## config.mk

```make
export PLATFORM = sky130hd
export DESIGN_NAME = gb_write_arbiter_flat
export DESIGN_NICKNAME = d
export VERILOG_FILES = /design/src/rtl/gb_write_arbiter_pkg.sv /design/src/rtl/gb_write_arbiter_if.sv /design/src/rtl/gb_write_arbiter_fifo.sv /design/src/rtl/gb_write_arbiter.sv /design/src/flat_wrapper.sv
export SDC_FILE = /design/constraint.sdc
export NUM_CORES = 2
export LEC_CHECK = 0
export ABC_AREA = 1
export CORE_MARGIN = 10
export CORE_UTILIZATION = 52
export CTS_CLUSTER_SIZE = 8
export DETAILED_ROUTE_END_ITERATION = 12
export GPL_TIMING_DRIVEN = 0
export PLACE_DENSITY_LB_ADDON = 0.08
export SLEW_MARGIN = 15
export SYNTH_ARGS = -nofsm -noshare
export SYNTH_HDL_FRONTEND = slang
export SYNTH_SLANG_ARGS = --single-unit
```

## constraint.sdc

```tcl
create_clock -name clk -period 6.9 [get_ports clk]
set_clock_uncertainty 0.1 [all_clocks]
set_input_delay 0.69 -clock clk [delete_from_list [all_inputs] [get_ports clk]]
set_output_delay 0.69 -clock clk [all_outputs]
set_load 0.03 [all_outputs]
```

## src/rtl/gb_write_arbiter_pkg.sv

```systemverilog
// Shared definitions for the global-buffer write arbiter: priority mode
// encodings and a constant-foldable ceil(log2) helper for sizing pointers.
package gb_write_arbiter_pkg;

  // Grant policy selector values for the PRIO_MODE parameter.
  localparam int PRIO_RR    = 0;
  localparam int PRIO_FIXED = 1;

  // Ceiling log2; returns 0 for values <= 1. Usable in parameter context.
  function automatic int clog2(input int value);
    int result;
    result = 0;
    while ((1 << result) < value) begin
      result = result + 1;
    end
    return result;
  endfunction

endpackage

```

## src/rtl/gb_write_arbiter_if.sv

```systemverilog
// Bundle of the producer-side request channels and the global-buffer write
// port. The arbiter sits on the slave side; producers/controller drive the
// master side.
interface gb_write_arbiter_if #(
  parameter int N_CH   = 3,
  parameter int ADDR_W = 17,
  parameter int DATA_W = 128
);

  logic [N_CH-1:0]        ch_valid;
  logic [N_CH-1:0]        ch_ready;
  logic [N_CH*ADDR_W-1:0] ch_addr;
  logic [N_CH*DATA_W-1:0] ch_data;
  logic [N_CH-1:0]        ch_en;
  logic                   gb_stall;
  logic                   gb_write;
  logic [ADDR_W-1:0]      gb_waddr;
  logic [DATA_W-1:0]      gb_din;
  logic                   idle;

  modport master (
    output ch_valid, ch_addr, ch_data, ch_en, gb_stall,
    input  ch_ready, gb_write, gb_waddr, gb_din, idle
  );

  modport slave (
    input  ch_valid, ch_addr, ch_data, ch_en, gb_stall,
    output ch_ready, gb_write, gb_waddr, gb_din, idle
  );

endinterface

```

## src/rtl/gb_write_arbiter_fifo.sv

```systemverilog
// Per-channel request FIFO for the write arbiter. Power-of-two depth so the
// read/write pointers wrap on their own; a separate occupancy count (one bit
// wider than the pointers) distinguishes full from empty. The storage array
// carries no reset: only pointers and count decide what is valid.
module gb_wr_fifo
  import gb_write_arbiter_pkg::*;
#(
  parameter int WIDTH = 145,
  parameter int DEPTH = 4
) (
  input  logic             clk,
  input  logic             rst,
  input  logic             push,
  input  logic [WIDTH-1:0] din,
  input  logic             pop,
  output logic [WIDTH-1:0] dout,
  output logic             empty,
  output logic             full
);

  localparam int PTR_W = clog2(DEPTH);
  localparam int CNT_W = PTR_W + 1;

  logic [PTR_W-1:0] wr_ptr_q, wr_ptr_d;
  logic [PTR_W-1:0] rd_ptr_q, rd_ptr_d;
  logic [CNT_W-1:0] count_q, count_d;
  logic [WIDTH-1:0] mem_q [DEPTH];
  logic [WIDTH-1:0] mem_d [DEPTH];
  logic             do_push;
  logic             do_pop;

  assign empty   = (count_q == '0);
  assign full    = (count_q == CNT_W'(DEPTH));
  assign do_push = push && !full;
  assign do_pop  = pop && !empty;
  assign dout    = mem_q[rd_ptr_q];

  // Next pointer, count and storage contents for one push and/or one pop.
  always_comb begin
    wr_ptr_d = wr_ptr_q;
    rd_ptr_d = rd_ptr_q;
    count_d  = count_q;
    mem_d    = mem_q;
    if (do_push) begin
      mem_d[wr_ptr_q] = din;
      wr_ptr_d        = wr_ptr_q + 1'b1;
    end
    if (do_pop) begin
      rd_ptr_d = rd_ptr_q + 1'b1;
    end
    case ({do_push, do_pop})
      2'b10:   count_d = count_q + 1'b1;
      2'b01:   count_d = count_q - 1'b1;
      default: count_d = count_q;
    endcase
  end

  // Pointer and occupancy registers; reset empties the queue.
  always_ff @(posedge clk or posedge rst) begin
    if (rst) begin
      wr_ptr_q <= '0;
      rd_ptr_q <= '0;
      count_q  <= '0;
    end else begin
      wr_ptr_q <= wr_ptr_d;
      rd_ptr_q <= rd_ptr_d;
      count_q  <= count_d;
    end
  end

  // Entry storage, written only on an accepted push.
  always_ff @(posedge clk) begin
    mem_q <= mem_d;
  end

endmodule

```

## src/rtl/gb_write_arbiter.sv

```systemverilog
// N-channel write arbiter in front of the global buffer's single write port.
// Every channel queues {addr,data} in its own FIFO; each cycle one enabled,
// non-empty channel is granted (round-robin or fixed priority), its head is
// popped and registered onto the buffer write port. idle lets the controller
// wait for the write path to drain instead of counting fixed delays.
module gb_write_arbiter
  import gb_write_arbiter_pkg::*;
#(
  parameter int N_CH       = 3,
  parameter int ADDR_W     = 17,
  parameter int DATA_W     = 128,
  parameter int FIFO_DEPTH = 4,
  parameter int PRIO_MODE  = PRIO_RR
) (
  input logic              clk,
  input logic              rst,
  gb_write_arbiter_if.slave bus
);

  localparam int ENT_W = ADDR_W + DATA_W;
  localparam int GNT_W = (clog2(N_CH) < 1) ? 1 : clog2(N_CH);

  logic [N_CH-1:0]   fifo_empty;
  logic [N_CH-1:0]   fifo_full;
  logic [N_CH-1:0]   push;
  logic [N_CH-1:0]   pop;
  logic [N_CH-1:0]   eligible;
  logic [ENT_W-1:0]  fifo_head [N_CH];

  logic              grant_valid;
  logic [GNT_W-1:0]  grant_idx;
  logic [ENT_W-1:0]  grant_entry;

  logic [GNT_W-1:0]  last_grant_q, last_grant_d;
  logic              gb_write_q, gb_write_d;
  logic [ADDR_W-1:0] gb_waddr_q, gb_waddr_d;
  logic [DATA_W-1:0] gb_din_q, gb_din_d;

  // ch_ready is purely a function of FIFO fullness, forced low during reset
  // so nothing is accepted while the queues are being cleared.
  assign bus.ch_ready = rst ? '0 : ~fifo_full;

  // One request FIFO per channel; entry layout is {addr, data}.
  for (genvar i = 0; i < N_CH; i++) begin : g_ch
    assign push[i] = bus.ch_valid[i] && bus.ch_ready[i];

    gb_wr_fifo #(
      .WIDTH (ENT_W),
      .DEPTH (FIFO_DEPTH)
    ) u_fifo (
      .clk   (clk),
      .rst   (rst),
      .push  (push[i]),
      .din   ({bus.ch_addr[i*ADDR_W +: ADDR_W], bus.ch_data[i*DATA_W +: DATA_W]}),
      .pop   (pop[i]),
      .dout  (fifo_head[i]),
      .empty (fifo_empty[i]),
      .full  (fifo_full[i])
    );
  end

  assign eligible = ~fifo_empty & bus.ch_en;

  // Grant selection. Loops run from the lowest-priority candidate to the
  // highest so the last match (the highest-priority one) wins. In
  // round-robin the channel just after last_grant has the highest priority.
  always_comb begin
    int cand;
    grant_valid = 1'b0;
    grant_idx   = '0;
    cand        = 0;
    if (!bus.gb_stall) begin
      if (PRIO_MODE == PRIO_FIXED) begin
        for (int i = N_CH - 1; i >= 0; i--) begin
          if (eligible[GNT_W'(i)]) begin
            grant_valid = 1'b1;
            grant_idx   = GNT_W'(i);
          end
        end
      end else begin
        for (int off = N_CH; off >= 1; off--) begin
          cand = int'(last_grant_q) + off;
          if (cand >= N_CH) begin
            cand = cand - N_CH;
          end
          if (eligible[GNT_W'(cand)]) begin
            grant_valid = 1'b1;
            grant_idx   = GNT_W'(cand);
          end
        end
      end
    end
  end

  // Pop strobe goes only to the granted channel.
  always_comb begin
    pop = '0;
    if (grant_valid) begin
      pop[grant_idx] = 1'b1;
    end
  end

  assign grant_entry = fifo_head[grant_idx];

  // Next write-port state: a grant launches the head entry, otherwise the
  // strobe drops and address/data keep their last values.
  always_comb begin
    last_grant_d = last_grant_q;
    gb_write_d   = grant_valid;
    gb_waddr_d   = gb_waddr_q;
    gb_din_d     = gb_din_q;
    if (grant_valid) begin
      last_grant_d = grant_idx;
      gb_waddr_d   = grant_entry[ENT_W-1:DATA_W];
      gb_din_d     = grant_entry[DATA_W-1:0];
    end
  end

  // Write-port and round-robin registers. last_grant resets to the top
  // channel so channel 0 is first in line after reset.
  always_ff @(posedge clk or posedge rst) begin
    if (rst) begin
      last_grant_q <= GNT_W'(N_CH - 1);
      gb_write_q   <= 1'b0;
      gb_waddr_q   <= '0;
      gb_din_q     <= '0;
    end else begin
      last_grant_q <= last_grant_d;
      gb_write_q   <= gb_write_d;
      gb_waddr_q   <= gb_waddr_d;
      gb_din_q     <= gb_din_d;
    end
  end

  assign bus.gb_write = gb_write_q;
  assign bus.gb_waddr = gb_waddr_q;
  assign bus.gb_din   = gb_din_q;
  assign bus.idle     = (&fifo_empty) && !gb_write_q;

endmodule

```

## src/flat_wrapper.sv

```systemverilog
// flat-port wrapper written by rule: the top's interface ports become plain ports
module gb_write_arbiter_flat import gb_write_arbiter_pkg::*;
#(
  parameter int N_CH       = 3,
  parameter int ADDR_W     = 17,
  parameter int DATA_W     = 128,
  parameter int FIFO_DEPTH = 4,
  parameter int PRIO_MODE  = PRIO_RR
)
  (clk, rst, bus_ch_valid, bus_ch_addr, bus_ch_data, bus_ch_en, bus_gb_stall, bus_ch_ready, bus_gb_write, bus_gb_waddr, bus_gb_din, bus_idle);
  gb_write_arbiter_if #(.N_CH(N_CH), .ADDR_W(ADDR_W), .DATA_W(DATA_W)) bus_i ();
  input logic clk;
  input logic rst;
  input wire logic [$bits(bus_i.ch_valid)-1:0] bus_ch_valid;
  input wire logic [$bits(bus_i.ch_addr)-1:0] bus_ch_addr;
  input wire logic [$bits(bus_i.ch_data)-1:0] bus_ch_data;
  input wire logic [$bits(bus_i.ch_en)-1:0] bus_ch_en;
  input wire logic [$bits(bus_i.gb_stall)-1:0] bus_gb_stall;
  output wire logic [$bits(bus_i.ch_ready)-1:0] bus_ch_ready;
  output wire logic [$bits(bus_i.gb_write)-1:0] bus_gb_write;
  output wire logic [$bits(bus_i.gb_waddr)-1:0] bus_gb_waddr;
  output wire logic [$bits(bus_i.gb_din)-1:0] bus_gb_din;
  output wire logic [$bits(bus_i.idle)-1:0] bus_idle;
  assign bus_i.ch_valid = bus_ch_valid;
  assign bus_i.ch_addr = bus_ch_addr;
  assign bus_i.ch_data = bus_ch_data;
  assign bus_i.ch_en = bus_ch_en;
  assign bus_i.gb_stall = bus_gb_stall;
  assign bus_ch_ready = bus_i.ch_ready;
  assign bus_gb_write = bus_i.gb_write;
  assign bus_gb_waddr = bus_i.gb_waddr;
  assign bus_gb_din = bus_i.gb_din;
  assign bus_idle = bus_i.idle;
  gb_write_arbiter #(.N_CH(N_CH), .ADDR_W(ADDR_W), .DATA_W(DATA_W), .FIFO_DEPTH(FIFO_DEPTH), .PRIO_MODE(PRIO_MODE)) u_core (.clk(clk), .rst(rst), .bus(bus_i));
endmodule
```

==> results.sh <==
export IMPL_cts_root_buffer="clkbuf_16"
export IMPL_clock_latency_ns=0.87
export IMPL_netlist_top_cells_area="edfxtp_1 71%, dfrtp_1 5.7%, o21ai_0 4.6%, nand2_1 4.5%, nor2_1 3.2%"
export IMPL_synthesis_area_per_instance_um2=13.3
export IMPL_reg2reg_to="u_core.g_ch[0].u_fifo.count_q[2]$_DFFE_PP0P_"
export IMPL_post_cts_resized=0
export IMPL_ctsLongestPathBuffers=4
export IMPL_post_synth_most_frequent_cells="1,740 x edfxtp_1, 879 x nand2_1, 672 x o21ai_0, 623 x nor2_1, 290 x o22ai_1"
export IMPL_maximum_clock_frequency_mhz=263
export IMPL_grt_first_pass_wirelength_um=327000
export IMPL_syn_instance_count=5508
export IMPL_static_leakage_power_uw=0.0314
export IMPL_drt_drc_violations_left=0
export IMPL_port_buffers=593
export IMPL_power_density_nw_per_um2=466
export IMPL_tritoncts_num_buffers=289
export IMPL_power_switching_fraction_pct=37.3
export IMPL_io_pins=594
export IMPL_initial_core_util_pct=52.5
export IMPL_netSwitchingPower_uw=16000
export IMPL_synth_yosys_warnings=0
export IMPL_wirelength_um=229000
export IMPL_critical_path_cell_count=18
export IMPL_area_growth_syn_to_layout_pct=25.1
export IMPL_finalCritPeriodShare_pct=55.0
export IMPL_postLayoutCoreUtil_pct=65.7
export IMPL_tritoncts_clock_tree="built"
export IMPL_place_hpwl_um=156000
export IMPL_drtAntennaViolNets=0
export IMPL_cp_cell_sequence="inv_1 -> ha_1 -> buf_2 -> nand3_1 -> nand2_1 -> nand3_1 -> nand2_1 -> inv_2 -> nand2_4 -> nand2_2 -> nor2_4 -> buf_2 -> ha_1 -> inv_1 -> fa_1 -> a21oi_1 -> o21ai_0 -> xor2_1"
export IMPL_clk_transition_reported_paths_ns=0.05
export IMPL_timing_reg2reg_worst_path_depth=18
export IMPL_ys_types=33
export IMPL_clock_sinks=1909
export IMPL_cap_violations=0
export IMPL_clkPwrFrac_pct=29.1
export IMPL_cp_slowest_cell="dfstp_2"
export IMPL_slew_headroom_pct=19.2
export IMPL_place_ws_ns=2.98
export IMPL_grt_util_all_layers_pct=28.3
export IMPL_synthesized_net_count=5973
export IMPL_drt_pass1_iterations=6
export IMPL_critical_path_n_buffers_inverters=5
export IMPL_netlist_area_leader_share_pct=71.1
export IMPL_asyncSetResetFlopFracSynth_pct=8.85
export IMPL_critical_path_endpoint="u_core.g_ch[0].u_fifo.count_q[2]$_DFFE_PP0P_"
export IMPL_cp_required_ns=7.54
export IMPL_maximum_number_of_pins_on_one_net_before_global_route_repair=83
export IMPL_yosysTopAreaCell="edfxtp_1"
export IMPL_gp_routability_congestion=0.810
export IMPL_post_cts_repair_setup_buffers=0
export IMPL_num_nets_final=6947
export IMPL_result_of_the_run="complete, no violations"
export IMPL_grt_pass1_vias=49400
export IMPL_synth_seq_area_share_pct=76.9
export IMPL_internal_power_uw=26900
export IMPL_comb_power_share_pct=35.8
export IMPL_viasPerCell=5.81
export IMPL_yosys_register_bits=1909
export IMPL_timing_critical_path_to_type="register"
export IMPL_num_vias=49900
export IMPL_rrSetupSlack_ns=3.10
export IMPL_worst_ir_drop_vdd_uv=276
export IMPL_critPathTopFamily="simple AND/OR/NAND/NOR gates"
export IMPL_worst_setup_path_startpoint="u_core.last_grant_q[1]$_DFFE_PP1N_"
export IMPL_timing_final_crit_period_ns=3.80
export IMPL_floorplan_die_width_um=396
export IMPL_worstSetupPathType="register to register"
export IMPL_arrival_ns=4.43
export IMPL_die_height_um=396
export IMPL_cts_hold_buf=0
export IMPL_setup_viol=0
export IMPL_clock_tree_htree_level_count=5
export IMPL_design_die_area_um2=157000
export IMPL_grt_antenna_before_repair=114
export IMPL_rsz0062_at_grt="no"
export IMPL_synth_cell_area_um2=73500
export IMPL_hold_path_class="input pin to asynchronous set/reset pin"
export IMPL_final_hold_violation_count=0
export IMPL_drt_wirelength_per_cell_um=26.7
export IMPL_timing_critical_path_slowest_cell_delay_ns=0.52
export IMPL_synthFlopType="edfxtp_1"
export IMPL_critPathMaxFanout=10
export IMPL_pwr_share_seq_pct=35.1
export IMPL_timing_worst_slew_pin_value_ns=1.21
export IMPL_post_route_cells_drive_above_1_share_pct=7.72
export IMPL_timing_max_transition_violations_final=0
export IMPL_floorplan_core_area_um2=140000
export IMPL_synth_edf_count=1740
export IMPL_fp_row_count=137
export IMPL_grt_remaining_overflow=0
export IMPL_setup_tns_final_ns=0
export IMPL_yosys_cell_count_top_type="edfxtp_1"
export IMPL_initialDrtViolationCount=5176
export IMPL_regToRegStartpoint="u_core.last_grant_q[1]$_DFFE_PP1N_"
export IMPL_startpoint_type="register"
export IMPL_finalWorstSetupSlack_ns=3.10
## cell usage in the layout, fill, tap and decap left out, types with 2 or more instances in the layout
cell type | Yosys | layout
a21oi_1 | 154 | 154
a32o_1 | 145 | 145
buf_1 | 7 | 7
buf_12 | 0 | 70
buf_16 | 0 | 20
buf_2 | 54 | 54
buf_4 | 2 | 2
buf_6 | 11 | 11
clkbuf_1 | 278 | 422
clkbuf_16 | 0 | 292
clkbuf_2 | 0 | 15
clkdlybuf4s50_1 | 0 | 593
dfrtp_1 | 168 | 168
diode_2 | 0 | 57
edfxtp_1 | 1740 | 1740
fa_1 | 3 | 3
ha_1 | 18 | 18
inv_1 | 190 | 189
inv_2 | 5 | 5
inv_6 | 0 | 3
nand2_1 | 879 | 879
nand2_2 | 4 | 4
nand2_4 | 2 | 2
nand3_1 | 173 | 173
nand3_2 | 4 | 4
nand4_1 | 3 | 3
nor2_1 | 623 | 611
nor2_2 | 2 | 2
nor2_4 | 1 | 13
o21ai_0 | 672 | 672
o21ai_1 | 54 | 54
o22ai_1 | 290 | 290
or2_2 | 9 | 9
xnor2_1 | 3 | 3
xor2_1 | 9 | 9
## layer usage
layer | part of all wire (%) | vias up | routed length, um | track usage, %
met5 | 0.26 | - | 595 | 0
met4 | 4.2 | 96 | 9670 | 14.4
met3 | 9.9 | 554 | 22700 | 8.40
met2 | 48 | 2368 | 109000 | 44.2
met1 | 38 | 24700 | 87200 | 35.9
li1 | - | 22200 | - | -
## layout make-up
type,instances,area (um2)
fill,10300,47900
timing repair buffer,683,7890
inverter,195,739
clock buffer,451,7900
clock inverter,6,56.3
tap,1876,2350
sequential,1909,56500
antenna,57,143
buffer,353,1510
multi-input combinational,3051,14900
## flip-flops by register name, indices dropped and copies added, names as in the netlist
register	cells
u_core.bus.gb_write	1
u_core.g_ch.u_fifo.count_q	9
u_core.last_grant_q	2
u_core.bus.gb_din	128
u_core.bus.gb_waddr	17
u_core.g_ch.u_fifo.mem_q	1740
u_core.g_ch.u_fifo.wr_ptr_q	6
u_core.g_ch.u_fifo.rd_ptr_q	6
## metrics by stage
step | std cells | area (um2) | hold slack (ns) | total power [uW]
2_1_floorplan | 5508 | 73500 | 0.366 | 24000
3_3_place_gp | 7977 | 81800 | 0.379 | 30400
3_5_place_dp | 8067 | 83800 | 0.381 | 30500
4_1_cts | 8524 | 91800 | 0.0916 | 42900
5_1_grt | 8564 | 91900 | 0.131 | 44800
6_report | 8581 | 91900 | 0.124 | 42900
## how the worst min path moves through the flow
stage,start,endpoint,slack [ns],cells past startpoint
global route,rst,u_core.g_ch[2].u_fifo.wr_ptr_q[1]$_DFFE_PP0P_,0.13,2
floorplan,u_core.g_ch[2].u_fifo.count_q[0]$_DFFE_PP0P_,u_core.g_ch[2].u_fifo.count_q[0]$_DFFE_PP0P_,0.37,1
finish,rst,u_core.g_ch[1].u_fifo.wr_ptr_q[0]$_DFFE_PP0P_,0.12,2
detailed placement,u_core.bus.gb_din[11]$_DFFE_PP0N_,u_core.bus.gb_din[11]$_DFFE_PP0N_,0.38,2
global placement,u_core.bus.gb_din[19]$_DFFE_PP0N_,u_core.bus.gb_din[19]$_DFFE_PP0N_,0.38,2
CTS,rst,u_core.g_ch[2].u_fifo.wr_ptr_q[0]$_DFFE_PP0P_,0.09,2
## kinds of logic after synthesis
group	count (synthesis)	share of synthesized area (%)
flops	1909	76.9
simple gates	1701	9.11
compound gates	1317	10.5
buf+inv	548	3.03
fa+ha+maj	21	0.388
xor+xnor	12	0.143
## power by group through the flow
stage / registers, uW / logic, uW / clock network [uW]
final: 15100 / 15300 / 12500
after CTS: 15100 / 15300 / 12600
after global routing: 15100 / 16600 / 13100
after floorplan: 16100 / 7840 / 0
after detailed placement: 15200 / 15300 / 0
after global placement: 15800 / 14600 / 0
Power figures use the tool's default switching activity.
